[src/rtl/piso_serializer.sv]
// Parallel-in, serial-out transmitter: takes a WIDTH-bit word through a valid/ready
// handshake and shifts it out one bit per clock. Define PISO_PARITY_EN to append an even-parity bit.
module piso_serializer #(
  parameter int WIDTH     = 4,
  parameter bit MSB_FIRST = 1'b1
) (
  input  logic             clk,
  input  logic             rst,
  input  logic [WIDTH-1:0] din,
  input  logic             load_valid,
  output logic             load_ready,
  output logic [WIDTH-1:0] q,
  output logic             sout,
  output logic             sout_valid,
  output logic             busy,
  output logic             done
);

  localparam int                CNT_W    = $clog2(WIDTH) + 1;
  localparam logic [CNT_W-1:0]  LAST_CNT = CNT_W'(WIDTH - 1);

  typedef enum logic [1:0] {
    S_IDLE  = 2'd0,
    S_SHIFT = 2'd1
`ifdef PISO_PARITY_EN
    ,
    S_PAR   = 2'd2
`endif
  } state_t;

  state_t           r_state;
  logic [WIDTH-1:0] r_q;
  logic [CNT_W-1:0] r_cnt;

  state_t           w_state_nxt;
  logic [WIDTH-1:0] w_q_nxt;
  logic [CNT_W-1:0] w_cnt_nxt;
  logic [WIDTH-1:0] w_q_shifted;
  logic             w_out_bit;
  logic             w_last_bit;
  logic             w_accept;
  logic             w_sout;
  logic             w_sout_valid;
  logic             w_load_ready;
  logic             w_done;

`ifdef PISO_PARITY_EN
  logic r_par;
  logic w_par_nxt;
`endif

  // Bits move toward the output end and the vacated end fills with zero, so the
  // register is already clear when a frame ends without a follow-on word.
  assign w_q_shifted = MSB_FIRST ? {r_q[WIDTH-2:0], 1'b0} : {1'b0, r_q[WIDTH-1:1]};
  assign w_out_bit   = MSB_FIRST ? r_q[WIDTH-1] : r_q[0];
  assign w_last_bit  = (r_state == S_SHIFT) && (r_cnt == LAST_CNT);

  always_comb begin
    // NOTE: every variable gets a default before the case so no path can infer a latch.
    w_state_nxt  = r_state;
    w_q_nxt      = r_q;
    w_cnt_nxt    = r_cnt;
    w_sout       = 1'b0;
    w_sout_valid = 1'b0;
    w_load_ready = 1'b0;
    w_done       = 1'b0;
    w_accept     = 1'b0;
`ifdef PISO_PARITY_EN
    w_par_nxt    = r_par;
`endif

    case (r_state)
      S_IDLE: begin
        w_load_ready = 1'b1;
      end

      S_SHIFT: begin
        w_sout_valid = 1'b1;
        w_sout       = w_out_bit;
        w_q_nxt      = w_q_shifted;
        w_cnt_nxt    = r_cnt + 1'b1;
`ifdef PISO_PARITY_EN
        if (w_last_bit) begin
          w_state_nxt = S_PAR;
        end
`else
        // The last data bit doubles as the accept window for a zero-gap follow-on word.
        if (w_last_bit) begin
          w_done       = 1'b1;
          w_load_ready = 1'b1;
          w_state_nxt  = S_IDLE;
        end
`endif
      end

`ifdef PISO_PARITY_EN
      S_PAR: begin
        w_sout_valid = 1'b1;
        w_sout       = r_par;
        w_done       = 1'b1;
        w_load_ready = 1'b1;
        w_state_nxt  = S_IDLE;
      end
`endif

      default: begin
        w_state_nxt = S_IDLE;
      end
    endcase

    // An accepted word overrides the default progression from any ready state.
    w_accept = load_valid && w_load_ready;
    if (w_accept) begin
      w_state_nxt = S_SHIFT;
      w_q_nxt     = din;
      w_cnt_nxt   = '0;
`ifdef PISO_PARITY_EN
      w_par_nxt   = ^din;
`endif
    end
  end

  // NOTE: sequential state uses non-blocking assignments so every register samples pre-edge values.
  always_ff @(posedge clk) begin
    if (!rst) begin
      r_state <= S_IDLE;
      r_q     <= '0;
      r_cnt   <= '0;
`ifdef PISO_PARITY_EN
      r_par   <= 1'b0;
`endif
    end else begin
      r_state <= w_state_nxt;
      r_q     <= w_q_nxt;
      r_cnt   <= w_cnt_nxt;
`ifdef PISO_PARITY_EN
      r_par   <= w_par_nxt;
`endif
    end
  end

  assign load_ready = w_load_ready;
  assign q          = r_q;
  assign sout       = w_sout;
  assign sout_valid = w_sout_valid;
  assign busy       = (r_state != S_IDLE);
  assign done       = w_done;

endmodule

[config.mk]
export PLATFORM = sky130hd
export DESIGN_NAME = piso_serializer
export DESIGN_NICKNAME = d
export VERILOG_FILES = /design/src/rtl/piso_serializer.sv
export SDC_FILE = /design/constraint.sdc
export NUM_CORES = 1
export LEC_CHECK = 0
export ABC_AREA = 1
export BUFFER_PORTS_ARGS = -buffer_cell sky130_fd_sc_hd__buf_2
export CAP_MARGIN = 0
export CORE_AREA = 2 2 39 41
export DETAILED_ROUTE_END_ITERATION = 12
export DIE_AREA = 0 0 41 43
export GPL_ROUTABILITY_DRIVEN = 0
export SYNTH_ARGS = -nofsm -noshare
export SYNTH_HDL_FRONTEND = slang
export SYNTH_SLANG_ARGS = --single-unit
[constraint.sdc]
create_clock -name clk -period 1.45 [get_ports clk]
set_input_delay 0 -clock clk [delete_from_list [all_inputs] [get_ports clk]]
set_output_delay 0 -clock clk [all_outputs]
set_load 0.03 [all_outputs]
==> impl_metrics.yaml <==
grt:
  grtUsageTotal_pct: 11.4
  grt_pass1_wl_mm: 1.34
  antenna_found_initial: 0
  grt_overflow: 0
  grt_max_degree: 7
  grt_pass1_vias: 338
sta:
  period_share_pct: 90.9
  fin_tns_setup_ns: 0
  fin_crit_ns: 1.32
  drv_slew: 0
  rsz0062_at_grt: "no"
  maxSlewHeadroom_pct: 81.7
  tightest_slew_ns: 0.275
  hold_violations: 0
  fin_hold_ws_ns: 0.0632
  fin_ws_ns: 0.131
  fmax_mhz: 758
  finClkSkew_ns: 0.00645
  finalSetupViolCount: 0
power_and_ir_drop:
  vdd_drop_max_uv: 482
  leakagePower_nw: 0.284
  power_density_mw_per_mm2: 947
  power_mw: 0.512
  sw_frac_of_total_pct: 28.6
  internal_power_mw: 0.365
  seqPwrFrac_pct: 47.5
  pwr-share-comb_pct: 20.6
  p_clk_share_pct: 31.9
  switchingPower_mw: 0.146
cts:
  clock_path_buffers: 2
  root_buffer: "clkbuf_4"
  clk_latency_ns: 0.25
  clkSinkCount: 8
  clk_pin_slew_ns: 0.05
  cts_buffers: 3
  cts_tree: "built"
  post_cts_resized: 0
  htree_levels: 1
critical_path:
  startpoint_type: "flop"
  path_max_fanout: 5
  startpoint: "r_cnt[0]"
  r2r_start: "r_cnt[0]"
  regToRegSetupSlack_ns: 0.17
  cp_data_arrival_time_ns: 1.32
  reg2reg_depth: 8
  cp.required_ns: 1.45
  cp-end-kind: "output port"
  r2r_end: "q[3]"
  crit_type: "flop to output port"
cells_and_area:
  antenna_cells: 0
  syn2layout_area_growth_pct: 31.7
  fin_nets: 89
  layout_commonest_cell: "nand2_1"
  final_cell_mix: "19 x nand2_1, 15 x buf_2, 8 x dfxtp_1"
  layout-drive-gt1-share_pct: 30.8
  final_util_pct: 39.1
  register_area_um2: 160
  design_area_um2: 541
  fill_cells: 150
  final_cells: 94
  multi_input_area_um2: 205
route:
  detailroute.via_count: 417
  viasPerCell: 4.44
  drc: 0
  drtIter0Drc: 11
  wire_per_inst_um: 8.16
  dr.pass1.iters: 4
  ant_nets: 0
  wl_um: 767
floorplan:
  dieArea_mm2: 0.00176
  ios: 16
  die_width_um: 41
  rows: 14
  core-area_mm2: 0.00138
  fp.dieH_um: 43
  start_util_pct: 29.7
placed_design:
  dp_cells: 89
  dpl.hpwl_um: 639
  place_area_um2: 498
  io_buffers: 15
  dp_worst_setup_slack_ns: 0.167
run_status:
  status: "complete, no violations"
yosys:
  synth_seq_cells: 8
  synth_nets: 68
  postSynthCellCount: 59
  seq_area_frac_synth_pct: 39.0
  yosysWarnings: 0
  syn-cell-area_um2: 410
  synth_cell_types: 16
  postSynthAreaPerCell_um2: 6.96
hold_path:
  min_path_cells: 3
  holdPathEnd: "r_state[0]"
  hp-class: "input pin to flop"
  min_from: "load_valid"
flow_run:
  max_cap_viol_count: 0
-- critical path: stages (launching register included) --
cell     delay, ns
dfxtp_1       0.32
ha_1          0.19
ha_1          0.19
inv_1         0.12
nand2_4       0.07
buf_2         0.18
-- registers in the layout, summed over array words and instances, names as in the netlist --
register and flops:
q 4, r_cnt 3, r_state 1
-- synthesized netlist by cell type --
cell type	instances	area, um^2
a21oi_1	4	20.0
a21oi_2	1	8.76
buf_4	2	15.0
dfxtp_1	8	160
ha_1	2	25.0
inv_1	6	22.5
inv_2	2	7.51
nand2_1	19	71.3
nand2_4	1	11.3
nand3_1	2	10.0
nand4_1	1	6.26
nor2_1	7	26.3
nor2_2	1	6.26
o21ai_0	1	5.00
or2_0	1	6.26
xnor2_1	1	8.76
-- timing repair --
item,4_1_cts,5_1_grt
setup buffers,0,0
hold buffers,2,0
hold endpoints to repair,2,0
setup endpoints to repair,0,0
-- logic make-up (layout without fill, tap and decap cells) --
kind of cell | count (synthesis) | count (layout) | share of synthesized area [%]
DFF | 8 | 8 | 39.0
buffers and inverters | 10 | 29 | 11.0
and+or+nand+nor | 32 | 32 | 33.5
adders and majority gates | 2 | 2 | 6.10
xor gates and xnor gates | 1 | 1 | 2.13
AOI/OAI and AO/OA | 6 | 6 | 8.23
-- power by group through the flow --
| stage | Clock [mW] | Sequential, mW | Combinational (mW) |
|---|---|---|---|
| after floorplan | 0 | 0.261 | 0.0591 |
| after CTS | 0.171 | 0.243 | 0.106 |
| after detailed placement | 0 | 0.248 | 0.102 |
| after global routing | 0.181 | 0.244 | 0.118 |
| after global placement | 0 | 0.248 | 0.102 |
| final | 0.163 | 0.243 | 0.106 |
-- how the worst max path moves through the flow --
stage / end / cells past startpoint / slack (ns)
global route: r_cnt[2] / 7 / 0.02
finish: load_ready / 5 / 0.13
CTS: load_ready / 5 / 0.11
global placement: q[3] / 8 / 0.18
detailed placement: r_cnt[2] / 7 / 0.17
floorplan: q[3] / 8 / 0.19
-- layout make-up --
class | count | area share (%)
Sequential cell | 8 | 29.6
Inverter | 8 | 5.56
Timing Repair Buffer | 18 | 19.0
Multi-Input combinational cell | 41 | 38.0
Tap cell | 16 | 3.70
Clock buffer | 3 | 4.17
-- routing by layer --
| metal | part of all wire [%] | GRT usage (%) |
|---|---|---|
| met1 | 46 | 16.1 |
| met4 | 0 | 6.00 |
| met3 | 8.5 | 4.71 |
| met5 | 0 | 0 |
| met2 | 46 | 14.4 |
Note: power is estimated with default switching activity, not from simulation.
